File: src/rtl/la_sample_packer.sv
`timescale 1ns/1ps
// Drain stage for the logic-analyzer sample FIFO: packs PACK_NUM samples LSB-first
// into one word on a valid/ready stream, with a flush that emits a tagged final word.
module la_sample_packer #(
  parameter int DATA_WIDTH = 8,
  parameter int PACK_NUM   = 4,
  parameter int BW         = $clog2(PACK_NUM) + 1
) (
  input  logic                           clk,
  input  logic                           rst_n,
  input  logic                           fifo_empty,
  input  logic [DATA_WIDTH-1:0]          fifo_dout,
  output logic                           fifo_ren,
  input  logic                           flush,
  output logic                           m_valid,
  input  logic                           m_ready,
  output logic [DATA_WIDTH*PACK_NUM-1:0] m_data,
  output logic [BW-1:0]                  m_bytes,
  output logic                           m_last,
  output logic                           flush_done,
  output logic                           busy
);

  localparam int            LW   = DATA_WIDTH * PACK_NUM;
  localparam logic [BW-1:0] FULL = BW'(PACK_NUM);

  typedef enum logic [1:0] {RUN, DRAIN, EMIT, WAIT} state_t;

  state_t          state;
  logic [LW-1:0]   pack_reg;
  logic [BW-1:0]   pack_cnt;
  logic            rd_pend;

  logic            out_free;
  logic            drain_end;
  logic            xfer_ok;
  logic            xfer;
  logic            emit_load;
  logic            clear;
  logic [BW:0]     fill;
  logic [BW-1:0]   base;
  logic [BW-1:0]   cnt_next;
  logic [LW-1:0]   pack_next;

  assign out_free  = !m_valid || m_ready;
  // Once the FIFO is dry with nothing in flight, the held samples leave via EMIT tagged last.
  assign drain_end = (state == DRAIN) && fifo_empty && !rd_pend;
  assign xfer_ok   = (state == RUN) || ((state == DRAIN) && !drain_end);
  assign xfer      = (pack_cnt == FULL) && out_free && xfer_ok;
  assign emit_load = (state == EMIT) && out_free && (pack_cnt != '0);
  assign clear     = xfer || emit_load;

  assign fill      = {1'b0, pack_cnt} + (BW+1)'(rd_pend);
  assign fifo_ren  = !fifo_empty && ((state == RUN) || (state == DRAIN)) &&
                     ((fill < (BW+1)'(PACK_NUM)) || xfer);

  // An arriving sample lands after the clear, so it starts the next word in lane 0.
  assign base      = clear ? '0 : pack_cnt;
  assign cnt_next  = rd_pend ? base + BW'(1) : base;

  genvar gi;
  generate
    for (gi = 0; gi < PACK_NUM; gi++) begin : g_lane
      assign pack_next[gi*DATA_WIDTH +: DATA_WIDTH] =
        (rd_pend && (base == BW'(gi))) ? fifo_dout :
        clear                          ? '0        :
                                         pack_reg[gi*DATA_WIDTH +: DATA_WIDTH];
    end
  endgenerate

  assign flush_done = (state == WAIT) && !m_valid;
  assign busy       = (state != RUN) || (pack_cnt != '0) || rd_pend || m_valid;

  always_ff @(posedge clk or negedge rst_n) begin
    if (!rst_n) begin
      state    <= RUN;
      pack_reg <= '0;
      pack_cnt <= '0;
      rd_pend  <= 1'b0;
      m_valid  <= 1'b0;
      m_data   <= '0;
      m_bytes  <= '0;
      m_last   <= 1'b0;
    end else begin
      pack_reg <= pack_next;
      pack_cnt <= cnt_next;
      rd_pend  <= fifo_ren;

      if (xfer) begin
        m_data  <= pack_reg;
        m_bytes <= FULL;
        m_last  <= 1'b0;
        m_valid <= 1'b1;
      end else if (emit_load) begin
        m_data  <= pack_reg;
        m_bytes <= pack_cnt;
        m_last  <= 1'b1;
        m_valid <= 1'b1;
      end else if (m_ready) begin
        m_valid <= 1'b0;
      end

      case (state)
        RUN:     if (flush)     state <= DRAIN;
        DRAIN:   if (drain_end) state <= EMIT;
        EMIT:    if (out_free)  state <= WAIT;
        WAIT:    if (!m_valid)  state <= RUN;
        default:                state <= RUN;
      endcase
    end
  end

endmodule

File: config.mk
export PLATFORM = sky130hd
export DESIGN_NAME = la_sample_packer
export DESIGN_NICKNAME = d
export VERILOG_FILES = /design/src/rtl/la_sample_packer.sv
export SDC_FILE = /design/constraint.sdc
export NUM_CORES = 1
export LEC_CHECK = 0
export BUFFER_PORTS_ARGS = -buffer_cell sky130_fd_sc_hd__buf_2
export CORE_UTILIZATION = 60
export CTS_CLUSTER_SIZE = 30
export DETAILED_ROUTE_END_ITERATION = 8
export GPL_ROUTABILITY_DRIVEN = 0
export PLACE_DENSITY = 0.83
export SETUP_SLACK_MARGIN = 0.02
export SYNTH_ARGS = -nofsm -noshare
export SYNTH_HDL_FRONTEND = slang
export SYNTH_SLANG_ARGS = --single-unit
export TNS_END_PERCENT = 10
File: constraint.sdc
create_clock -name clk -period 3.4 [get_ports clk]
set_clock_uncertainty 0.05 [all_clocks]
set_input_delay 0.17 -clock clk [delete_from_list [all_inputs] [get_ports clk]]
set_output_delay 0.17 -clock clk [all_outputs]
set_load 0.02 [all_outputs]
==> results of run 1 <==
## where the power goes
group / total, µW / leakage, µW / internal (µW) / switching, µW
clock network: 664 / 0.0000991 / 355 / 309
logic: 1460 / 0.000740 / 625 / 836
registers: 1420 / 0.00100 / 1210 / 212
total: 3540 / 0.00184 / 2190 / 1360
## area by class of cell
type	count	area, µm²	share of cell area [%]
Sequential cell	75	1880	51.3
Multi-Input combinational cell	135	1160	31.7
Timing Repair Buffer	57	315	8.62
Clock buffer	11	141	3.87
Tap cell	70	87.6	2.40
Clock inverter	5	52.6	1.44
Inverter	6	22.5	0.616
## cell families after synthesis
logic type               after synthesis  share of synthesized area, %
flip-flops                            75                          59.5
AO/OA/AOI/OAI                         47                          13.6
AND/OR/NAND/NOR                       42                          6.63
multiplexers                          37                          13.1
buffers and inverters                 18                          3.65
adder cells (fa/ha/maj)                8                          3.18
XOR/XNOR                               1                         0.278
## critical path: stages, from the launching register on
cell                       delay, ps
sky130_fd_sc_hd__dfrtp_1         590
sky130_fd_sc_hd__nand2b_1        300
sky130_fd_sc_hd__a21oi_4         340
sky130_fd_sc_hd__o211ai_1        180
sky130_fd_sc_hd__inv_1           110
sky130_fd_sc_hd__ha_1            160
sky130_fd_sc_hd__nand2_1          60
sky130_fd_sc_hd__o221a_2         350
sky130_fd_sc_hd__a32o_1          230
## metal layers
| metal | wire length [µm] | up-vias |
|---|---|---|
| met5 | 0 | - |
| met4 | 82 | 0 |
| met3 | 208 | 8 |
| met2 | 3110 | 50 |
| met1 | 2730 | 1040 |
| li1 | - | 949 |
## metrics by stage
stage	cells	util, %	hold slack [ps]	worst slack [ps]	cell area (µm²)
6_report	359	72.0	69.5	919	3660
5_1_grt	359	72.0	86.3	671	3660
4_1_cts	359	72.0	63.8	944	3660
3_5_place_dp	341	67.8	267	969	3440
3_3_place_gp	341	67.8	263	1050	3440
2_1_floorplan	228	-	-176	1180	3150
## cells in the mapped netlist, types with 4 or more instances
library cell / n / share of area (%)
sky130_fd_sc_hd__nand2_1: 23 / 2.7
sky130_fd_sc_hd__mux2_2: 28 / 10
sky130_fd_sc_hd__a32o_1: 24 / 7.6
sky130_fd_sc_hd__a21oi_1: 4 / 0.64
sky130_fd_sc_hd__buf_6: 6 / 2.1
sky130_fd_sc_hd__nor2_1: 4 / 0.48
sky130_fd_sc_hd__mux2_1: 6 / 2.1
sky130_fd_sc_hd__o21ai_0: 9 / 1.4
sky130_fd_sc_hd__inv_1: 6 / 0.71
sky130_fd_sc_hd__ha_1: 8 / 3.2
sky130_fd_sc_hd__dfrtp_1: 75 / 60
## final timing paths
path,from,to
max,rd_pend,pack_reg[17]
min,fifo_dout[0],pack_reg[24]
max reg2reg,rd_pend,pack_reg[17]
min reg2reg,m_data[0],m_data[0]
max in group asynchronous,rst_n,pack_reg[25]
min in group asynchronous,rst_n,pack_reg[28]
## placed cells by master (no fill, tap or decap), types with 2 or more instances in the layout
cell	count
sky130_fd_sc_hd__dfrtp_1	75
sky130_fd_sc_hd__buf_2	52
sky130_fd_sc_hd__mux2_2	28
sky130_fd_sc_hd__a32o_1	24
sky130_fd_sc_hd__nand2_1	23
sky130_fd_sc_hd__clkbuf_8	10
sky130_fd_sc_hd__o21ai_0	9
sky130_fd_sc_hd__ha_1	8
sky130_fd_sc_hd__inv_1	6
sky130_fd_sc_hd__mux2_1	6
sky130_fd_sc_hd__nor2_1	4
sky130_fd_sc_hd__a21oi_1	4
sky130_fd_sc_hd__nand2b_1	3
sky130_fd_sc_hd__mux2i_1	3
sky130_fd_sc_hd__nor2b_1	3
sky130_fd_sc_hd__o221a_2	3
sky130_fd_sc_hd__and2_1	3
sky130_fd_sc_hd__clkinv_2	3
sky130_fd_sc_hd__nand3_2	2
sky130_fd_sc_hd__nand3_1	2
sky130_fd_sc_hd__dlygate4sd3_1	2
sky130_fd_sc_hd__buf_4	2
==> impl.org, run 1 <==
** Status
- Run status :: complete, no violations

** Critical path
- Critical path peak fanout :: 19
- Critical path startpoint category :: register
- Register-to-Register Setup Slack :: ~900 ps
- Worst path required time :: between 3000 and 4000 ps
- Arr. time, crit path :: roughly 2700 ps
- Worst Path Class, Setup :: reg -> reg
- Number of cell instances on the worst register-to-register path :: 8
- The worst setup path is captured at a register.

** Route
- Number of vias after detailed routing :: between 2k and 2.5k
- Once detail routing completed, the nets flagged for antenna violations numbered 0.
- Routed wire length :: approximately 6100 µm
- Dividing the detail-routed wire length by the instance count gives ~17 µm.
- In this run, the number of DRC markers left after iteration 0 of detailed routing was between 150 and 200.
- The first detailed-routing pass ran for 4 iterations.
- Post-DR vias/cell :: ~5.7
- DR DRC count :: 0

** Logic synthesis
- Share of synthesized flip-flops with an asynchronous set or reset :: 100%
- The Yosys step of the flow raised 0 warnings.
- Post-Syn Area :: 3150 µm²
- Among all flip-flop cells after synthesis, the most frequent one is sky130_fd_sc_hd__dfrtp_1.
- Synthesis produced a netlist with a net count of ~250.
- Number of flops mapped to enable cells by yosys :: 0
- Flip-flop and latch count after synthesis :: 75
- A synthesized cell averages ~14 µm².
- Post-Synthesis Cells :: 228
- Sequential cells were found to cover 59.5% of the synthesized design area.
- Counting distinct cell types in the post-synthesis netlist gives 31.

** Pwr
- Power spread over the standard cell area amounts to about 970 nW/µm².
- Worst ir drop on vdd :: around 0.56 mV
- In this run the static leakage power is between 0.0015 and 0.002 µW.
- Tot Pwr :: roughly 3500 µW

** GRT
- For this run, global-route usage on met2 was measured as approximately two fifths.
- Wire length of the first global-routing pass :: between 9000 and 10000 µm
- Global routing consumed, on the met1 layer, approximately a third of the routing resources.
- The number of antenna violations at the first check in global routing was 0.
- In this run the most used layer during global routing was met2.
- Across every metal layer, demand over resource in global routing totals roughly a quarter.
- Global routing used between 6 and 7% of the available met3 tracks.
- After global routing the overflow that remains totals 0.
- Via count of the first global-routing pass :: 2002
- Entering global routing, the biggest net connects 40 pins.

** Layout
- Final layout net count :: between 300 and 400
- The area growth from synthesis to layout is 16.0%.
- Fillers :: 373
- Share of cells above drive strength 1 :: between 30% and 40%
- Final antenna diode count :: 0

** Clock network
- CTS sink cnt :: 75
- Clock network latency to the later pin of the worst-skew pair :: 340 ps
- Clock root buffer master :: sky130_fd_sc_hd__clkbuf_8
- Hold-fix buffer count after cts :: 2
- Gates resized during post-CTS repair numbered 0.
- TritonCTS built the clock tree.
- Clock-pin slew was measured on the worst setup and hold paths at ~70 ps.
- Counting along the longest clock path gives a buffer depth of 2.
- Number of clock buffers inserted by TritonCTS :: 9
- The number of setup buffers added after CTS is 0.
- Number of H-tree levels :: 3

** Die
- In this run the horizontal extent of the chip is ~74 µm.
- The floorplan has 26 rows.
- After floorplanning, the core was sized to cover between 5000 and 6000 µm².
- The die covers about 5500 µm².
- Top-Level Pins :: 53
- The floorplan step set the die height to around 74 µm.
- Once the floorplan was initialized, standard cells occupied 62.1% of the core.

** Min path
- Path class of the lowest-slack min-delay path :: in -> reg
- Along the worst hold path, the cell count comes to 3.

** Timing
- Maximum clock frequency :: 403 MHz
- Unrepaired setup endpoints after global routing :: false
- Final period util :: about 73%
- Worst slew slack as a fraction of its limit :: 44.4%
- Number of endpoints with negative hold slack in the final report :: 0
- Slew Viols, Final :: 0
- In the final timing run, aggregate negative setup slack is 0 ps.
- Final critical delay including setup and external delays :: roughly 2500 ps
- Final setup fails :: 0
- Slew @ Worst Pin :: 834 ps

** Place
- Summed over all nets, the half-perimeter wirelength after detailed placement is ~4200 µm.
- Buffers on Ports :: 52

** Run
- Number of maximum-capacitance constraint violations :: 0
Note: power is estimated with default switching activity, not from simulation.
==> run 2: changes to the inputs <==
- CORE_UTILIZATION: 60 -> 50
- PLACE_DENSITY: 0.83 -> 0.74
- clock period: 3.4 -> 2.1 ns (I/O delays scaled with it)
==> impl.org, run 2 (synthesized netlist as in run 1, its figures left out) <==
** Pwr
- The combinational share of power came to 46.0% (was 41.2%).
- The standby leakage power was 0.00199 µW (was 0.00184 µW).
- The fraction of power consumed by the clock network was 19.8% (was 18.7%).
- Power density over cell area :: 1640 nW/µm² (was 969 nW/µm²)
- The fraction of power spent switching nets came to 36.9% (was 38.3%).
- Switching component of the power :: 2430 µW (was 1360 µW)
- The relative contribution of sequential cells to total power came to 34.2% (was 40.0%).
- Tot Pwr :: 6570 µW (was 3540 µW)
- Internal Power :: 4140 µW (was 2190 µW)
- The worst vdd rail ir drop is 1.09 mV (was 0.564 mV).

** GRT
- The pin count of the biggest net entering global routing came to 76 (was 40).
- Leftover overflow at the end of global routing :: 0 (unchanged)
- Via count of the first global-routing pass :: 2109 (was 2002)
- The global-route wire length before repair is 10700 µm (was 9920 µm).
- The number of antenna violations at the first check in global routing was 0 (unchanged).
- The aggregate global-route resource usage came to 22.4% (was 24.6%).

** Clock network
- Number of clock buffers inserted by TritonCTS :: 9 (unchanged)
- Clock network latency to the later pin of the worst-skew pair :: 350 ps (was 340 ps)
- The TritonCTS clock tree is built (unchanged).
- Largest buffer count on any clock path :: 2 (unchanged)
- The root cell of the clock tree was sky130_fd_sc_hd__clkbuf_8 (unchanged).
- The clock net sink count is 75 (unchanged).
- The clock slew seen by the registers of the worst setup and hold paths came to 70 ps (about the same).
- Number of H-tree levels :: 3 (unchanged)

** Timing
- Final period util :: 103% (was 73.0%)
- The setup slack of the critical path after layout came to -62.9 ps (was 919 ps).
- Maximum clock frequency :: 462 MHz (was 403 MHz)
- The total setup violations reported at the end of the flow was 9 (was 0).
- Unrepaired setup endpoints after global routing: true (was false).
- Final critical delay including setup and external delays :: 2160 ps (was 2480 ps)
- Slew @ Worst Pin :: 405 ps (was 834 ps)
- Number of endpoints with negative hold slack in the final report :: 0 (unchanged)
- Worst slew slack as a fraction of its limit :: 73.0% (was 44.4%)
- The number of max-slew violations in the final report came to 0 (unchanged).

** Die
- Cell Rows :: 28 (was 26)
- The die outline area is 6630 µm² (was 5550 µm²).
- Die outline width :: 81.4 µm (was 74.5 µm)
- The area of the core region is 5990 µm² (was 5070 µm²).
- The initial core utilization was 52.6% (was 62.1%).
- Top-Level Pins :: 53 (unchanged)
- Die height :: 81.4 µm (was 74.5 µm)

** Status
- Run status: finished with violations (was complete, no violations).
- Failing checks :: setup timing

** Route
- Number of vias after detailed routing :: 2144 (was 2047)
- Post-DR vias/cell :: 5.58 (was 5.70)
- Post-route ant nets :: 0 (unchanged)
- DR DRC count :: 0 (unchanged)
- The number of search-and-repair iterations in the first detailed-routing pass was 5 (was 4).
- The aggregate routed wire length came to 6760 µm (was 6130 µm).
- The violation count after the first detailed-routing iteration came to 151 (was 175).
- Wire length per cell :: 17.6 µm (was 17.1 µm)

** Layout
- Share of cells above drive strength 1 :: 46.3% (was 38.1%)
- The most common library cell in the layout ignoring fill and taps is sky130_fd_sc_hd__dfrtp_1 (unchanged).
- The total area of multi-input combinational cells was 1260 µm² (was 1160 µm²).
- Leading cell types in the layout, fill and taps excluded: 75 x sky130_fd_sc_hd__dfrtp_1, 51 x sky130_fd_sc_hd__buf_2, 28 x sky130_fd_sc_hd__mux2_2 (was 75 x sky130_fd_sc_hd__dfrtp_1, 52 x sky130_fd_sc_hd__buf_2, 28 x sky130_fd_sc_hd__mux2_2).
- The number of diodes added for antenna fixing came to 0 (unchanged).
- Fillers :: 429 (was 373)
- The number of standard cells in the layout, taps in and fillers out came to 384 (was 359).
- The number of nets at the end of the flow came to 326 (was 305).
- The post-route core utilization came to 66.6% (was 72.0%).
- Area Overhead vs Synth :: 26.7% (was 16.0%)
- Reg area :: 1880 µm² (unchanged)

** Critical path
- Number of cell instances on the worst register-to-register path :: 8 (unchanged)
- Worst Path Class, Setup :: reg -> reg (unchanged)
- The maximum fanout along the worst path is 8 (was 19).
- Arr. time, crit path :: 2350 ps (was 2650 ps)
- The category of the worst setup path launch point is a register (unchanged).
- Endpoint type of the worst setup path :: register (unchanged)
- Worst path required time :: 2290 ps (was 3570 ps)

** Min path
- The path type of the worst min-delay path is in -> reg (unchanged).
- Hold path depth :: 3 (unchanged)

** Place
- The total half-perimeter wirelength after legalization and detailed placement was 4200 µm (was 4190 µm).
- The placed cell count is 355 (was 341).
- Buffers on Ports :: 52 (unchanged)

** Run
- The number of max-cap violations came to 0 (unchanged).
run 2: cell count changes in the layout (fill, tap and decap cells not counted), sizes merged:
| cell | previous run | this run |
|---|---|---|
| clkinv | 3 | 1 |
| dlygate4sd3 | 2 | 4 |
| bufinv | 1 | 3 |
| clkbuf | 11 | 10 |
| buf | 55 | 74 |
run 2: worst max-delay path: stages, from the launching register on:
cell and delay (ps):
sky130_fd_sc_hd__dfrtp_1 420, sky130_fd_sc_hd__or3_4 430, sky130_fd_sc_hd__nand3_4 100, sky130_fd_sc_hd__o211ai_1 160, sky130_fd_sc_hd__inv_1 160, sky130_fd_sc_hd__ha_2 220
sky130_fd_sc_hd__nand2_2 50, sky130_fd_sc_hd__o221a_4 260, sky130_fd_sc_hd__a32o_1 210
run 2: final timing paths:
kind / startpoint / end / slack, ps
hold / removal: fifo_dout[0] / pack_reg[24] / 10
min in group asynchronous: rst_n / state[1] / 250
setup reg to reg: pack_cnt[1] / pack_reg[22] / -60
setup / recovery: pack_cnt[1] / pack_reg[22] / -60
hold reg to reg: m_data[31] / m_data[31] / 430
max in group asynchronous: rst_n / pack_reg[13] / 1420
run 2: cell type report:
| cell class | count | share of cell area [%] |
|---|---|---|
| sequential | 75 | 47.0 |
| multi-input combinational | 135 | 31.6 |
| timing repair buffer | 78 | 12.8 |
| clock buffer | 10 | 3.20 |
| clock inverter | 5 | 2.57 |
| tap | 75 | 2.35 |
| inverter | 6 | 0.564 |
run 2: power groups by stage:
stage	clock network, µW	logic [µW]	registers, µW
after CTS	1320	2880	2240
final	1300	3020	2250
after floorplan	0	1710	2460
after detailed placement	0	2650	2270
after global routing	1370	3240	2310
after global placement	0	2590	2250
run 2: routing by layer:
metal | global-route usage (%) | wire [µm]
met1 | 30.0 | 2940
met2 | 34.8 | 3400
met3 | 5.28 | 255
met4 | 9.29 | 160
met5 | 0 | 0
run 2: stage by stage:
stage	hold WS [ps]	setup WS, ps	cell area (µm²)	setup TNS [ps]
floorplan	-241	-30.6	3190	-442
global placement	113	23.9	3570	0
detailed placement	118	-28.9	3570	-376
CTS	1.83	-13.7	3950	-56.7
global route	25.9	-107	3990	-1080
finish	13.4	-62.9	3990	-478
run 2: what timing repair did:
item	CTS	global route
pin swaps	3	6
resized for setup	13	8
cloned	0	0
setup endpoints to repair	25	24
hold buffers	4	0
buffers inserted	7	3
endpoints found under the hold margin	78	0
==> run 3: changes to the inputs <==
- CORE_UTILIZATION: 50 -> 55
- HOLD_SLACK_MARGIN: default -> 0.06
- PLACE_DENSITY: 0.74 -> 0.77
- clock period: 2.1 -> 2.4 ns (I/O delays scaled with it)
==> impl.org, run 3 (synthesized netlist as in run 1, its figures left out) <==
** Status
- Run status :: complete, no violations (was finished with violations)

** Critical path
- The minimum setup slack among reg-to-reg paths came to 160 ps (was -60 ps).
- The reg-to-reg critical path endpoint is pack_reg[23] (was pack_reg[22]).
- The worst reg2reg path startpoint is pack_cnt[0] (was pack_cnt[1]).
- The kind of end point of the critical path is a register (unchanged).
- Worst Path Class, Setup :: reg -> reg (unchanged)
- Critical path peak fanout :: 8 (unchanged)
- The length in cells of the worst reg-to-reg path is 8 (unchanged).
- The critical path's largest stage delay was 440 ps (was 430 ps).
- The category of the worst setup path launch point is a register (unchanged).
- Cell-by-cell trace of the critical path :: or3_4, nand3_2, o211ai_1, inv_1, ha_1, nand2_1, o221a_2, a32o_1 (was or3_4, nand3_4, o211ai_1, inv_1, ha_2, nand2_2, o221a_4, a32o_1)
- Arr. time, crit path :: 2420 ps (was 2350 ps)
- The library cell contributing the largest single delay on the critical path was sky130_fd_sc_hd__or3_4 (unchanged).
- The critical path data required time was 2580 ps (was 2290 ps).

** Layout
- Leading cell types in the layout, fill and taps excluded: 75 x sky130_fd_sc_hd__dfrtp_1, 52 x sky130_fd_sc_hd__buf_2, 28 x sky130_fd_sc_hd__mux2_2 (was 75 x sky130_fd_sc_hd__dfrtp_1, 51 x sky130_fd_sc_hd__buf_2, 28 x sky130_fd_sc_hd__mux2_2).
- The number of diodes added for antenna fixing came to 0 (unchanged).
- The number of nets at the end of the flow came to 318 (was 326).
- Core Util, Final :: 69.4% (was 66.6%)
- Most frequent standard cell in the layout excluding fill and tap cells :: sky130_fd_sc_hd__dfrtp_1 (unchanged)
- Area Overhead vs Synth :: 21.3% (was 26.7%)
- Share of cells above drive strength 1 :: 38.2% (was 46.3%)

** Die
- Initial standard-cell utilization of the core :: 57.2% (was 52.6%)
- The die outline height came to 77.7 µm (was 81.4 µm).
- The horizontal die dimension came to 77.7 µm (was 81.4 µm).
- Cell Rows :: 27 (was 28)
- The total I/O pin count was 53 (unchanged).
- The die outline area was 6040 µm² (was 6630 µm²).
- The area of the core region came to 5510 µm² (was 5990 µm²).

** Timing
- The final setup TNS was 0 ps (was -478 ps).
- The timing-limited maximum frequency came to 447 MHz (was 462 MHz).
- Slew @ Worst Pin :: 647 ps (was 405 ps)
- The worst max-slew margin expressed relative to the limit was 56.9% (was 73.0%).
- Number of endpoints with negative hold slack in the final report :: 0 (unchanged)
- Unrepaired setup endpoints after global routing: false (was true).
- The worst hold slack across all endpoints was 74.1 ps (was 13.4 ps).
- The shortest clock period the worst path allows after layout is 2240 ps (was 2160 ps).
- The total setup violations reported at the end of the flow was 0 (was 9).
- Slew Viols, Final :: 0 (unchanged)
- The final cycle utilization of the critical path was 93.2% (was 103%).

** GRT
- Number of antenna violations at the first check in global routing :: 0 (unchanged)
- The global-route wire length before repair was 10400 µm (was 10700 µm).
- Leftover overflow at the end of global routing :: 0 (unchanged)
- The via count of the first global-routing pass is 2114 (was 2109).
- The aggregate global-route resource usage was 23.3% (was 22.4%).
- Pin count of the biggest net entering global routing :: 50 (was 76)

** Clock network
- Largest buffer count on any clock path :: 2 (unchanged)
- The clock net sink count came to 75 (unchanged).
- The root cell of the clock tree is sky130_fd_sc_hd__clkbuf_8 (unchanged).
- The TritonCTS clock tree is built (unchanged).
- The H-tree depth came to 3 (unchanged).
- Clock network latency to the later pin of the worst-skew pair :: 340 ps (was 350 ps)
- Number of clock buffers inserted by TritonCTS :: 9 (unchanged)
- Clock transition at the registers of the reported paths :: 70 ps (about the same)

** Pwr
- The fraction of power spent switching nets is 36.6% (was 36.9%).
- The standby leakage power is 0.00192 µW (was 0.00199 µW).
- The relative contribution of sequential cells to total power was 37.1% (was 34.2%).
- Internal Power :: 3350 µW (was 4140 µW)
- The switching power is 1940 µW (was 2430 µW).
- The fraction of power consumed by the clock network was 21.2% (was 19.8%).
- The areal power density over the cells was 1380 nW/µm² (was 1640 nW/µm²).
- Combinational group share of total power :: 41.7% (was 46.0%)
- The worst vdd rail ir drop is 0.790 mV (was 1.09 mV).

** Route
- Routed met1 length :: 2820 µm (was 2940 µm)
- Post-route ant nets :: 0 (unchanged)
- Detailed route wirelength on metal3 :: 329 µm (was 255 µm)
- Initial DRT Pass Iterations :: 5 (unchanged)
- Wire length per cell :: 17.0 µm (was 17.6 µm)
- Number of vias after detailed routing :: 2132 (was 2144)
- Uppermost routed layer :: met4 (unchanged)
- The detailed-route DRC error count was 0 (unchanged).
- Post-DR vias/cell :: 5.72 (was 5.58)
- Routed wire length :: 6340 µm (was 6760 µm)
- Number of design-rule violations left by the first detailed-router iteration :: 226 (was 151)
- Routed wl met2 :: 3090 µm (was 3400 µm)

** Place
- The total half-perimeter wirelength after legalization and detailed placement came to 4100 µm (was 4200 µm).
- The total of buffers placed on input and output ports is 52 (unchanged).

** Min path
- The startpoint of the most critical hold path is fifo_dout[4] (was fifo_dout[0]).
- The end of the worst hold path is pack_reg[28] (was pack_reg[24]).
- Path class of the lowest-slack min-delay path :: in -> reg (unchanged)
- The instance count along the most critical hold path came to 3 (unchanged).

** Run
- Number of maximum-capacitance constraint violations :: 0 (unchanged)
run 3: what timing repair did:
action | 4_1_cts | 5_1_grt
hold buffers | 9 | 0
buffers inserted | 0 | 0
hold endpoints to repair | 37 | 0
endpoints found under the setup margin | 0 | 0
resized for setup | 0 | 0
run 3: metal layers:
layer / track usage (%) / vias up
li1: - / 982
met1: 31.7 / 1070
met2: 35.9 / 72
met3: 5.41 / 8
met4: 10.0 / 0
met5: 0 / -
run 3: stage by stage:
stage | std cells | power [µW] | cell area (µm²) | setup WS, ps
final | 373 | 5290 | 3820 | 163
after global routing | 373 | 5600 | 3820 | 24.0
after CTS | 373 | 5310 | 3820 | 179
after detailed placement | 349 | 4170 | 3500 | 195
after global placement | 349 | 4110 | 3500 | 255
after floorplan | 228 | 3600 | 3150 | 175
run 3: worst max path at each step:
stage	from	slack (ps)	end
final	pack_cnt[0]	160	pack_reg[23]
after global routing	pack_cnt[0]	20	pack_reg[25]
after CTS	pack_cnt[0]	180	pack_reg[23]
after detailed placement	pack_cnt[0]	190	pack_reg[23]
after global placement	pack_cnt[0]	250	pack_reg[20]
after floorplan	m_valid	180	pack_reg[24]
run 3: area by class of cell:
cell class,instances,area (µm²)
Tap cell,72,90.1
Fill cell,395,1680
Inverter,6,22.5
Sequential cell,75,1880
Multi-Input combinational cell,135,1160
Timing Repair Buffer,70,443
Clock inverter,5,103
Clock buffer,10,128
run 3: power by group through the flow:
stage	clock, µW	sequential, µW	combinational [µW]
floorplan	0	2150	1450
finish	1120	1960	2210
global route	1190	2020	2400
CTS	1140	1960	2220
global placement	0	1960	2150
detailed placement	0	1980	2190
run 3: worst max-delay path, delay by kind of cell (launching register included):
| kind | cells | cell delay, ps |
|---|---|---|
| buffers and inverters | 1 | 110 |
| adder cells (fa/ha/maj) | 1 | 160 |
| flip-flops | 1 | 430 |
| AO/OA/AOI/OAI | 3 | 730 |
| AND/OR/NAND/NOR | 3 | 640 |
